<file path="config.mk">
export PLATFORM = sky130hd
export DESIGN_NAME = mod_osc_phase
export DESIGN_NICKNAME = d
export VERILOG_FILES = /design/src/rtl/mod_osc_phase.sv
export SDC_FILE = /design/constraint.sdc
export NUM_CORES = 1
export LEC_CHECK = 0
export ABC_CLOCK_PERIOD_IN_PS = 10800
export CORE_MARGIN = 8
export CORE_UTILIZATION = 25
export DETAILED_ROUTE_END_ITERATION = 8
export MAX_ROUTING_LAYER = met4
export SETUP_SLACK_MARGIN = 0.1
export SLEW_MARGIN = 0
export SYNTH_ARGS = -nofsm -noshare
export SYNTH_HDL_FRONTEND = slang
export SYNTH_SLANG_ARGS = --single-unit
</file>
<file path="constraint.sdc">
create_clock -name i_clk -period 10.8 [get_ports i_clk]
set_input_delay 1.62 -clock i_clk [delete_from_list [all_inputs] [get_ports i_clk]]
set_output_delay 1.62 -clock i_clk [all_outputs]
set_load 0.01 [all_outputs]
</file>
<file path="src/rtl/mod_osc_phase.sv">
// Phase-accumulator oscillator: wide accumulator advanced per sample tick, signed 16-bit angle out.
// Optional frequency glide (portamento) engine compiled in with ORPHEUS_OSC_GLIDE_EN.
module mod_osc_phase #(
  parameter int ACC_W       = 32,
  parameter int GLIDE_SHIFT = 8
) (
  input  logic             i_clk,
  input  logic             i_rst_n,
  input  logic             i_tick,
  input  logic [ACC_W-1:0] i_ftw,
  input  logic             i_ftw_valid,
  output logic             o_ftw_ready,
  input  logic             i_sync,
  input  logic [15:0]      i_phase_off,
  output logic [15:0]      o_angle,
  output logic             o_angle_valid,
  output logic             o_wrap
);

  if (ACC_W < 16 || GLIDE_SHIFT < 0 || GLIDE_SHIFT >= ACC_W) begin : g_bad_param
    $error("mod_osc_phase: ACC_W must be >= 16 and GLIDE_SHIFT in [0, ACC_W)");
  end

  logic [ACC_W-1:0] acc_q, acc_d;
  logic [ACC_W-1:0] ftw_cur_q, ftw_cur_d;
  logic             sync_pend_q, sync_pend_d;
  logic [15:0]      angle_q, angle_d;
  logic             angle_valid_q, angle_valid_d;
  logic             wrap_q, wrap_d;
  logic [ACC_W:0]   acc_sum;
  logic             accept;

  // Tick path always sees ftw_cur_q, so an FTW change (accept or glide step) lands on later ticks.
  always_comb begin
    // NOTE: every combinational output gets a default first so no path can infer a latch.
    acc_d         = acc_q;
    sync_pend_d   = sync_pend_q;
    angle_d       = angle_q;
    angle_valid_d = 1'b0;
    wrap_d        = 1'b0;
    acc_sum       = {1'b0, acc_q} + {1'b0, ftw_cur_q};
    if (i_tick) begin
      angle_valid_d = 1'b1;
      sync_pend_d   = 1'b0;
      if (i_sync || sync_pend_q) begin
        acc_d   = '0;
        angle_d = i_phase_off;
      end else begin
        acc_d   = acc_sum[ACC_W-1:0];
        angle_d = acc_sum[ACC_W-1 -: 16] + i_phase_off;
        wrap_d  = acc_sum[ACC_W];
      end
    end else if (i_sync) begin
      sync_pend_d = 1'b1;
    end
  end

`ifdef ORPHEUS_OSC_GLIDE_EN
  typedef enum logic {IDLE, GLIDE} state_e;

  state_e           state_q, state_d;
  logic [ACC_W-1:0] ftw_tgt_q, ftw_tgt_d;
  logic [ACC_W:0]   diff, diff_neg;
  logic [ACC_W-1:0] mag, step;

  assign o_ftw_ready = (state_q == IDLE);
  assign accept      = i_ftw_valid && o_ftw_ready;

  always_comb begin
    state_d   = state_q;
    ftw_cur_d = ftw_cur_q;
    ftw_tgt_d = ftw_tgt_q;
    diff      = {1'b0, ftw_tgt_q} - {1'b0, ftw_cur_q};
    diff_neg  = -diff;
    mag       = diff[ACC_W] ? diff_neg[ACC_W-1:0] : diff[ACC_W-1:0];
    step      = mag >> GLIDE_SHIFT;
    if (step == '0) step = {{(ACC_W-1){1'b0}}, 1'b1};
    case (state_q)
      IDLE: begin
        if (accept && i_ftw != ftw_cur_q) begin
          ftw_tgt_d = i_ftw;
          state_d   = GLIDE;
        end
      end
      GLIDE: begin
        if (i_tick) begin
          // Clamp the final step onto the target so the glide never overshoots.
          if (step >= mag) begin
            ftw_cur_d = ftw_tgt_q;
            state_d   = IDLE;
          end else if (diff[ACC_W]) begin
            ftw_cur_d = ftw_cur_q - step;
          end else begin
            ftw_cur_d = ftw_cur_q + step;
          end
        end
      end
      default: state_d = IDLE;
    endcase
  end

  always_ff @(posedge i_clk or negedge i_rst_n) begin
    if (!i_rst_n) begin
      state_q   <= IDLE;
      ftw_tgt_q <= '0;
    end else begin
      state_q   <= state_d;
      ftw_tgt_q <= ftw_tgt_d;
    end
  end
`else
  assign o_ftw_ready = 1'b1;
  assign accept      = i_ftw_valid;

  always_comb begin
    ftw_cur_d = ftw_cur_q;
    if (accept) ftw_cur_d = i_ftw;
  end
`endif

  always_ff @(posedge i_clk or negedge i_rst_n) begin
    // NOTE: sequential state uses non-blocking assignments so all flops update from pre-edge values.
    if (!i_rst_n) begin
      acc_q         <= '0;
      ftw_cur_q     <= '0;
      sync_pend_q   <= 1'b0;
      angle_q       <= '0;
      angle_valid_q <= 1'b0;
      wrap_q        <= 1'b0;
    end else begin
      acc_q         <= acc_d;
      ftw_cur_q     <= ftw_cur_d;
      sync_pend_q   <= sync_pend_d;
      angle_q       <= angle_d;
      angle_valid_q <= angle_valid_d;
      wrap_q        <= wrap_d;
    end
  end

  assign o_angle       = angle_q;
  assign o_angle_valid = angle_valid_q;
  assign o_wrap        = wrap_q;

endmodule

</file>
==> out/qor.csv, run 1 <==
metric,value,unit
htreeDepth,3,
fp.dieW,164.9,um
final_cell_mix,"83 x dfrtp_1, 68 x clkdlybuf4s50_1, 50 x a21oi_1",
hp-start,acc_q[24],
drv_cap,0,
fmax,205.4,MHz
drt_iter0_drc,139,
setup_tns,0,ps
initial_core_util,25.40,%
synth-seq-cells,83,
syn_nets,672,
crit_type,flip-flop to flip-flop,
post-route-min-period,4869,ps
grt_max_degree,75,
mostFrequentLayoutCell,dfrtp_1,
yosysUniqueCellTypes,66,
leakagePower,3.090,nW
cp-end-kind,flip-flop,
fin_crit_sh,45.08,%
r2r_start,acc_q[7],
hold_buffers,0,
grt_first_pass_wirelength,22700,um
peakVddDrop,0.00007748,V
antenna_left,0,
synth.avg_cell_area,9.758,um^2
yosysSeqAreaShare,37.47,%
syn_to_final_growth,23.27,%
synth_edf_count,0,
holdPathEnd,acc_q[24],
synth_flop_cell,dfrtp_1,
status,finished clean,
dr.pass1.iters,5,
r2r_setup_slack,5930,ps
drive_gt1_share,12.56,%
port_buffers,70,
r2r_cells,19,
dieArea,27190,um^2
cp.required,11030,ps
dr_total_vias,4345,
drt-wirelength-per-cell,15.25,um
rsz0062_at_grt,no,
cts.reportedPaths.clkPinSlew,60,ps
row_count,54,
place_congestion,0.8110,
ioPinCount,72,
grt_pass1_vias,4372,
cellPowerDensity,204.7,nW/um^2
netlist.area_leader.share,37.47,%
gr-usage-all-layers,10.91,%
whs_path_depth,2,
drv_slew,0,
cts_tree,done,
synth_area_leader_cell,dfrtp_1,
wirelength,13990,um
nNetsFinal,736,
grt_overflow_total,0,
final-hold-violation-count,0,
dp.cells,901,
coreArea,21820,um^2
post-route-util,31.31,%
clk_path_buf_depth,2,
holdCritPathClass,flip-flop to flip-flop,
numCtsBuffers,9,
worstSkewPairLatency,350,ps
async_flop_share,100.0,%
die_h,164.9,um
power,1.399,mW
pre_cts_ws,5949,ps
hpwl,10240,um
post_cts_buffers,0,
cp.arrival,5100,ps
clock-root-buffer,clkbuf_16,
syn_area,5543,um^2
antenna_found_initial,0,
finalWorstSetupSlack,5931,ps
setup_viol,0,
vias_per_cell,4.738,
final_cells,917,
synthTopCellsByArea,"dfrtp_1 37%, ha_1 11%, mux2_2 6.5%, a21oi_1 4.5%, a21o_1 3.8%",
critPathMaxFanout,4,
relSlewSlack,36.12,%
syn_inst,568,
rr_endpoint,o_angle[14],
antenna_cells,0,
drc,0,
worst_pin_slew,958.3,ps
cts_resized,0,
yosys_warnings,0,
cp-start-kind,flip-flop,
clkSinkCount,83,
finalClockSkew,6.823,ps
-- state kept, by name, summed over array words and instances, names as in the netlist --
name           count
o_angle           16
acc_q             32
sync_pend_q        1
o_angle_valid      1
o_wrap             1
ftw_cur_q         32
-- synthesized netlist by cell type, types with 5 or more instances --
| library cell | instances |
|---|---|
| nor2b_1 | 13 |
| nor2_1 | 38 |
| nor3_1 | 9 |
| o2bb2ai_1 | 12 |
| clkbuf_1 | 18 |
| a31oi_1 | 6 |
| ha_1 | 49 |
| a21o_1 | 28 |
| and3_1 | 7 |
| xor2_1 | 12 |
| mux2_2 | 32 |
| a21oi_1 | 50 |
| inv_1 | 20 |
| or3_1 | 5 |
| o21ai_0 | 23 |
| a211o_1 | 5 |
| xnor2_1 | 20 |
| nand3_1 | 23 |
| nand2_1 | 40 |
| a31o_2 | 7 |
| dfrtp_1 | 83 |
-- per-stage QoR --
stage	hold WS [ps]	cell area, um^2
final	484.3	6833
after global routing	510.3	6833
after CTS	485.2	6833
after detailed placement	470.5	6538
after global placement	462.7	6538
after floorplan	448.3	5543
-- final cells by class --
class,count,area [um^2]
clock buffer,11,242.7
clock inverter,5,52.55
fill,2257,14990
inverter,20,75.07
multi-input combinational,443,3304
sequential,83,2077
tap,280,350.3
timing repair buffer,75,730.7
-- per-layer routing --
metal	vias up	track usage, %	wire length [um]
met1	2081	13.43	6562
met3	13	2.916	566
met2	54	17.27	6681
met4	0	3.235	177
li1	2197	-	-
met5	-	-	0
-- worst max-delay path: stages (launching register included) --
cell,delay (ps)
dfrtp_1,380
ha_1,350
a21o_1,180
a21o_1,210
a211o_2,350
a2111oi_4,340
nor2_1,130
a21o_1,200
a21oi_1,170
xnor2_1,190
ha_1,330
a21o_1,190
a21oi_1,220
o21ai_0,200
a21o_1,220
a21o_1,210
a41oi_1,320
o21ai_0,160
mux2i_1,140
a211o_1,260
-- power breakdown --
group	internal, mW	switching, mW	total, mW
combinational	0.323	0.367	0.689
sequential	0.367	0.0333	0.401
clock	0.184	0.125	0.309
total	0.874	0.525	1.40
-- how the worst max path moves through the flow --
| stage | to | startpoint | cells after the start |
|---|---|---|---|
| finish | o_angle[14] | acc_q[7] | 19 |
| global route | o_angle[15] | acc_q[0] | 20 |
| CTS | o_angle[14] | acc_q[7] | 19 |
| detailed placement | o_angle[14] | acc_q[7] | 19 |
| global placement | o_angle[14] | acc_q[7] | 19 |
| floorplan | o_angle[14] | acc_q[7] | 19 |
-- cells by family (layout without fill, tap and decap cells) --
kind of cell               after synthesis  in the layout  share of synthesized area (%)
adders and majority gates               51             51                          11.78
xor gates and xnor gates                32             32                          5.056
muxes                                   36             36                          7.314
other                                    1              1                        0.06766
and+or+nand+nor                        154            154                          13.54
buffers and inverters                   42            111                          2.912
AOI/OAI and AO/OA                      169            169                          21.85
DFF                                     83             83                          37.47
No activity file was read; power rests on OpenSTA's default activity.
==> inputs of run 2 (changes only) <==
Settings changed: ABC_CLOCK_PERIOD_IN_PS 10800 to 4350.
Clock period 10.8 ns to 4.35 ns, I/O delays scaled along.
==> run 2 against run 1 <==
Wire length increased by 5.9%. Power increased to 2.9 times the previous value. Register-to-register slack got worse by 5900 ps. Largest cell class unchanged.
==> out/qor.csv, run 2 (synthesis results as in run 1) <==
metric,value,unit
cp-end-kind,flip-flop,
finalWorstSetupSlack,40.72,ps
wirelength,14820,um
power,4.014,mW
routed-wl-met2,7104,um
drv_cap,0,
holdCritPathClass,primary input to async pin,
worst_pin_slew,679.2,ps
initial_core_util,25.40,%
clkSinkCount,83,
rr_endpoint,o_angle[15],
grt_first_pass_wirelength,24500,um
final_cell_mix,"83 x dfrtp_1, 68 x clkdlybuf4s50_1, 63 x buf_4",
hold_buffers,0,
row_count,54,
ioPinCount,72,
final.fill_count,2214,
dr_total_vias,4617,
status,finished clean,
drive_gt1_share,24.64,%
regArea,2077,um^2
final-hold-violation-count,0,
cp.arrival,4600,ps
worstSkewPairLatency,360,ps
die_h,164.9,um
multi_input_area,3530,um^2
fp.dieW,164.9,um
dieArea,27190,um^2
antenna_left,0,
place_congestion,0.8339,
routed.top_layer,met4,
fin_crit_sh,99.06,%
drc,0,
antenna_found_initial,0,
vias_per_cell,4.740,
grt_overflow_total,0,
post-route-min-period,4309,ps
rsz0062_at_grt,yes,
crit_type,flip-flop to flip-flop,
cellPowerDensity,535.4,nW/um^2
r2r_cells,19,
r2r_setup_slack,40,ps
htreeDepth,3,
antenna_cells,0,
mostFrequentLayoutCell,dfrtp_1,
r2r_start,acc_q[2],
syn_to_final_growth,35.26,%
port_buffers,70,
coreArea,21820,um^2
startpoint,acc_q[2],
dr_wl_met3,407,um
leakagePower,3.426,nW
final_cells,974,
drv_slew,0,
cts.reportedPaths.clkPinSlew,60,ps
pre_cts_ws,-222.8,ps
cts_tree,done,
cp-start-kind,flip-flop,
dp.cells,942,
drt_iter0_drc,222,
wl_met1,7104,um
grt_pass1_vias,4848,
hpwl,10680,um
dr.pass1.iters,4,
relSlewSlack,54.72,%
finalClockSkew,10.60,ps
post-route-util,34.35,%
fin_hold_ws,338.9,ps
clk_path_buf_depth,2,
cp.required,4640,ps
gr-usage-all-layers,11.63,%
critPathMaxFanout,4,
setup_viol,0,
grt_max_degree,64,
drt-wirelength-per-cell,15.21,um
nNetsFinal,793,
clock-root-buffer,clkbuf_16,
fmax,232.1,MHz
peakVddDrop,0.0001725,V
numCtsBuffers,9,
[run 2: per-stage QoR]
| stage | setup TNS, ps | instance area, um^2 |
|---|---|---|
| 2_1_floorplan | 0 | 5567 |
| 5_1_grt | -403.8 | 7497 |
| 3_3_place_gp | -349.6 | 6869 |
| 6_report | 0 | 7497 |
| 4_1_cts | 0 | 7320 |
| 3_5_place_dp | -572.5 | 6869 |
[run 2: metal layers]
layer	vias up	GRT usage, %
met2	51	18.54
met5	-	-
li1	2314	-
met4	0	3.522
met1	2241	14.48
met3	11	2.617
[run 2: critical path, stage by stage, from the launching register on]
cell and delay (ps):
dfrtp_1 380, ha_1 320, nor2b_2 170, o21a_1 180, o21a_1 210, a2111oi_4 400, buf_4 190, o31ai_4 80
a31oi_1 240, xnor2_1 210, ha_1 310, buf_4 150, and3_1 160, nand3_2 90, a31oi_2 110, a221o_1 340
a21oi_2 210, nand3_1 110, mux2_4 300, nand3_2 60
[run 2: worst max-delay path by stage]
stage                             end  slack, ps  cells after the start
after detailed placement  o_angle[15]       -220                     19
after global routing      o_angle[15]       -130                     21
after global placement    o_angle[15]       -140                     18
after floorplan           o_angle[14]        150                     19
after CTS                 o_angle[15]         90                     20
final                     o_angle[15]         40                     19
[run 2: cell type report]
type | instances | area share, %
timing repair buffer | 132 | 15.45
clock buffer | 13 | 3.471
clock inverter | 3 | 0.6175
sequential | 83 | 27.70
multi-input combinational | 443 | 47.08
tap | 280 | 4.673
inverter | 20 | 1.001
[run 2: timing repair]
item	4_1_cts	5_1_grt
gates cloned	0	0
setup endpoints to repair	7	7
endpoints found under the hold margin	0	0
gates resized for setup	17	26
buffers inserted	10	6
pin swaps	33	30
[run 2: power by group]
part | internal, mW | total [mW] | switching (mW) | leakage, nW
clock | 0.478 | 0.799 | 0.321 | 0.146
sequential | 0.912 | 0.997 | 0.0850 | 1.02
combinational | 1.14 | 2.22 | 1.08 | 2.26
total | 2.53 | 4.01 | 1.48 | 3.43
==> inputs of run 3 (changes only) <==
Settings changed: CORE_MARGIN 8 to 2.
==> run 3 against run 2 <==
Core utilization up 0.94 points. Worst setup slack worse by 6.4 ps. First-iteration DRC count rose by 0.45%. Critical path depth decreased by 1. Critical path type unchanged. Largest power group unchanged. Highest routed layer unchanged.
==> out/qor.csv, run 3 (synthesis results as in run 1) <==
metric,value,unit
cts.reportedPaths.clkPinSlew,60,ps
grt_max_degree,64,
r2r_cells,18,
gr-usage-all-layers,13.32,%
place_congestion,0.8356,
cpPeakStageDelay,410,ps
row_count,54,
grt_first_pass_wirelength,24430,um
clkSinkCount,83,
dieArea,23380,um^2
cp-end-kind,flip-flop,
syn_to_final_growth,38.96,%
coreArea,21820,um^2
hold_buffers,0,
setup_viol,0,
cp.required,4640,ps
drv_slew,0,
path_common_cell,a21o_1,
met1_usage,17.01,%
cp_cell_sequence,"ha_4, a21o_1, a21o_1, a211o_2, a2111oi_4, o31ai_2, buf_4, a21boi_4, o21ai_2, xor2_1, ha_2, a21oi_4, a31oi_4, a221o_1, a21oi_2, nand4b_1, mux2_4, nand3_2",
leakagePower,3.463,nW
placed_area,6899,um^2
rr_endpoint,o_angle[15],
wirelength,14700,um
final_area,7702,um^2
grt_overflow_total,0,
initial_core_util,25.40,%
top_usage_layer,met2,
fp.dieW,152.9,um
antenna_cells,0,
antenna_found_initial,0,
worstSkewPairLatency,350,ps
crit_type,flip-flop to flip-flop,
pre_cts_ws,-189.5,ps
antenna_left,0,
dr_total_vias,4625,
drt_iter0_drc,223,
switching_share,37.18,%
clock-root-buffer,clkbuf_16,
final-hold-violation-count,0,
post-route-min-period,4316,ps
status,finished clean,
cp-start-kind,flip-flop,
cp.arrival,4600,ps
peakVddDrop,0.0002017,V
startpoint,acc_q[7],
finalWorstSetupSlack,34.31,ps
drv_cap,0,
vias_per_cell,4.734,
drc,0,
numCtsBuffers,9,
slowest_stage,dfrtp_1,
p_clk_share,20.0,%
use_met2,20.97,%
netSwitchingPower,1.590,mW
finalClockSkew,7.007,ps
cp.buffers_inverters,1,
worst_pin_slew,1072,ps
ioPinCount,72,
comb_power_share,56.7,%
final.fill_count,2188,
die_h,152.9,um
grt_pass1_vias,4819,
dr.pass1.iters,4,
nNetsFinal,796,
drt-wirelength-per-cell,15.04,um
hpwl,10340,um
drive_gt1_share,26.83,%
clk_path_buf_depth,2,
intPower,2.687,mW
cts_tree,done,
met3_usage,2.835,%
critPathMaxFanout,4,
relSlewSlack,28.47,%
seqPwrFrac,23.4,%
final_cell_mix,"83 x dfrtp_1, 68 x clkdlybuf4s50_1, 64 x buf_4",
rsz0062_at_grt,yes,
port_buffers,70,
r2r_start,acc_q[7],
htreeDepth,3,
fin_crit_sh,99.21,%
cpLargestDelayFamily,compound AO/OA/AOI/OAI gates,
mostFrequentLayoutCell,dfrtp_1,
cellPowerDensity,555.4,nW/um^2
holdCritPathClass,primary input to async pin,
r2r_setup_slack,30,ps
post-route-util,35.29,%
fmax,231.7,MHz
run 3: cell types whose count changed in the layout (fill, tap and decap cells not counted), sizes merged:
cell      before  now
buf           64   67
bufinv         1    2
clkbuf        13   10
clkinv         1    3
clkinvlp       1    0
inv           20   21
run 3: power groups by stage:
stage / Combinational (mW) / Sequential, mW / Clock (mW)
after floorplan: 1.27 / 1.01 / 0
after CTS: 2.10 / 0.999 / 0.878
final: 2.42 / 1.00 / 0.854
after global routing: 2.68 / 1.02 / 0.909
after detailed placement: 1.98 / 1.01 / 0
after global placement: 1.97 / 1.01 / 0
run 3: per-layer routing:
layer  part of all wire [%]  vias up
li1                       -     2317
met1                     47     2208
met2                     47       74
met3                    2.9       26
met4                    2.5        0
met5                      0        -
run 3: worst register-to-register path: stages, from the launching register on:
cell       delay [ps]
dfrtp_1           410
ha_4              270
a21o_1            150
a21o_1            210
a211o_2           360
a2111oi_4         300
o31ai_2           170
buf_4             190
a21boi_4          220
o21ai_2            90
xor2_1            250
ha_2              340
a21oi_4           160
a31oi_4            50
a221o_1           370
a21oi_2           200
nand4b_1          140
mux2_4            310
nand3_2            70
run 3: area by class of cell:
cell class | instances | area, um^2 | share of cell area (%)
Clock buffer | 10 | 239.0 | 3.103
Clock inverter | 6 | 87.58 | 1.137
Inverter | 20 | 75.07 | 0.9747
Multi-Input combinational cell | 443 | 3685 | 47.84
Sequential cell | 83 | 2077 | 26.97
Tap cell | 280 | 350.3 | 4.548
Timing Repair Buffer | 135 | 1189 | 15.43
run 3: repair_timing:
action,4_1_cts,5_1_grt
setup buffers,5,10
endpoints found under the setup margin,6,7
pin swaps,30,45
gates resized for setup,23,43
gates cloned,0,0
run 3: stage by stage:
step / power (mW) / setup TNS, ps / hold WS, ps / cells
6_report: 4.278 / 0 / 318.0 / 977
4_1_cts: 3.980 / 0 / 355.5 / 967
2_1_floorplan: 2.285 / 0 / 356.9 / 568
3_3_place_gp: 2.976 / -375.6 / 460.3 / 946
3_5_place_dp: 2.991 / -535.2 / 470.4 / 946
5_1_grt: 4.602 / -315.4 / 379.4 / 977
run 3: how the worst max path moves through the flow:
stage | end | cells past startpoint | slack, ps
4_1_cts | o_angle[14] | 21 | 80
5_1_grt | o_angle[15] | 19 | -160
6_report | o_angle[15] | 18 | 30
3_3_place_gp | o_angle[14] | 21 | -140
3_5_place_dp | o_angle[14] | 19 | -190
2_1_floorplan | o_angle[14] | 19 | 150
==> edit: new RTL, settings of run 2 <==
`ACC_W`: 32 -> 36.
--- a/src/rtl/mod_osc_phase.sv
+++ b/src/rtl/mod_osc_phase.sv
@@ -3,3 +3,3 @@
 module mod_osc_phase #(
-  parameter int ACC_W       = 32,
+  parameter int ACC_W       = 36,
   parameter int GLIDE_SHIFT = 8
Ports: changed (resized i_ftw); port bits go from 72 to 76. The function was not compared with the original's and may differ.
==> edit against run 2 <==
The run now ends with negative setup slack left; critical endpoint is now o_angle[14]; global-route usage is 0.56 points higher; worst setup slack worse by 290 ps; sequential share of layout area is 1.4 points lower; sequential cell count is 8 higher; largest power group unchanged; synthesized area is 10% higher; utilization is 1.5 points higher; synthesized cell count is 8.8% higher; cell area is 16% higher; power is 19% higher; fmax is 6.2% lower; routed wire length is 16% higher.
==> edit: results (changes against run 2) <==
[layout]
num-clock-buffers = 10  ; -3
multi_input_area_share = 0.4664  ; -0.004417
post_route_cells_drive_above_1_share = 0.3059  ; +0.05954
filler_cell_count = 2402  ; +8.5%
antenna-diode-count = 0  ; unchanged
signal_buffer_area_fraction = 0.1836  ; +0.02901
design.final.nets = 902  ; +14%
non_clk_invs = 9  ; -55%
finish.instance_area_mm2 = 0.008671  ; +16%
final-seq-area_mm2 = 0.002277  ; +9.6%
nonClockBufferCount = 186  ; +41%
clock_cell_share_of_area = 0.03680  ; -0.004091

[grt]
grt_use_met1 = 0.1563  ; +0.01146
via_count_of_the_first_global_routing_pass = 5311  ; +9.6%
grt_use_met2 = 0.1946  ; +0.009201
groute.layer.met3.usage = 0.02420  ; -0.001971
grt_pass1_wl_mm = 27.87  ; +14%

[floorplan]
well_tap_count = 324  ; +16%

[route]
drt_iter0_drc = 331  ; +49%
met1_length_mm = 8.133  ; +14%
wirelength_mm = 17.22  ; +16%
wl_per_cell_um = 15.44  ; +1.5%

[synth]
synth.top_cells.by_area = sky130_fd_sc_hd__dfrtp_1 37%, sky130_fd_sc_hd__ha_1 11%, sky130_fd_sc_hd__mux2_2 7.0%
synth_compound_area_frac = 0.2322  ; +0.01371
post_synth_fa_ha_maj_area_fraction = 0.1169  ; -0.0009074
synthTopCellsByCount = 91 x sky130_fd_sc_hd__dfrtp_1, 60 x sky130_fd_sc_hd__a21oi_1, 54 x sky130_fd_sc_hd__ha_1, 42 x sky130_fd_sc_hd__nand2_1
postSynthCellCount = 618  ; +8.8%
synthMuxAreaShare = 0.07563  ; +0.002496
nets_in_the_synthesized_netlist = 731  ; +8.8%
ys_seq_area_frac = 0.3720  ; -0.002682
post_synthesis_sequential_element_count = 91  ; +9.6%

[setup_path]
worstPathMaxFanout = 2  ; -2
arrival_ps = 4830  ; +230 ps
r2r_cells = 21  ; +2
cpMaxStageDelayCell = sky130_fd_sc_hd__dfrtp_1
crit-reg2reg-capture = o_angle[14]

[power_and_ir_drop]
vdd_ir_drop_max_mv = 0.2776  ; +61%
total_leakage_power_nw = 3.939  ; +15%

[sta]
fin_ws_ps = -244.8  ; -285.5 ps
setup_viol = 4  ; +4
final.setup.tns_ps = -641.2  ; -641.2 ps
skew_ps = 5.420  ; -5.182 ps
timing.max_slew.rel_slack = 0.4164  ; -0.1309
final_worst_hold_slack_ps = 414.5  ; +75.63 ps

[place]
detailedPlace.worstSlack_ps = -315.9  ; -93.04 ps
numPlacedInstances = 1081  ; +15%
post_dp_cell_area_mm2 = 0.007879  ; +15%
placement.io_buffers = 74  ; +5.7%

[status]
status = finished, violations left
violated_checks = negative setup slack

==> edit: cell count changes in the layout (fill, tap and decap cells not counted), sizes merged, moves of 6 or more <==
cell     delta
o21ai       -7
a21oi       +9
o2bb2ai     +8
nand3       -8
buf        +51
o21bai      +7
xor2        +8
dfrtp       +8
inv        -12
a211oi      +8
mux2        +6
==> edit: how the worst max path moves through the flow <==
stage	end	slack [ps]	cells past startpoint
floorplan	o_angle[14]	-220	21
finish	o_angle[14]	-240	21
global placement	o_angle[14]	-270	21
detailed placement	o_angle[14]	-320	21
CTS	o_angle[14]	-270	21
global route	o_angle[14]	-500	21
==> edit: report_power, final <==
| part | internal (mW) | switching (mW) |
|---|---|---|
| logic | 1.47 | 1.31 |
| registers | 1.00 | 0.101 |
| clock network | 0.553 | 0.330 |
==> edit: what timing repair did <==
item,CTS,global route
buffers inserted,16,8
endpoints found under the setup margin,8,9
pin swaps,39,35
resized for setup,30,28
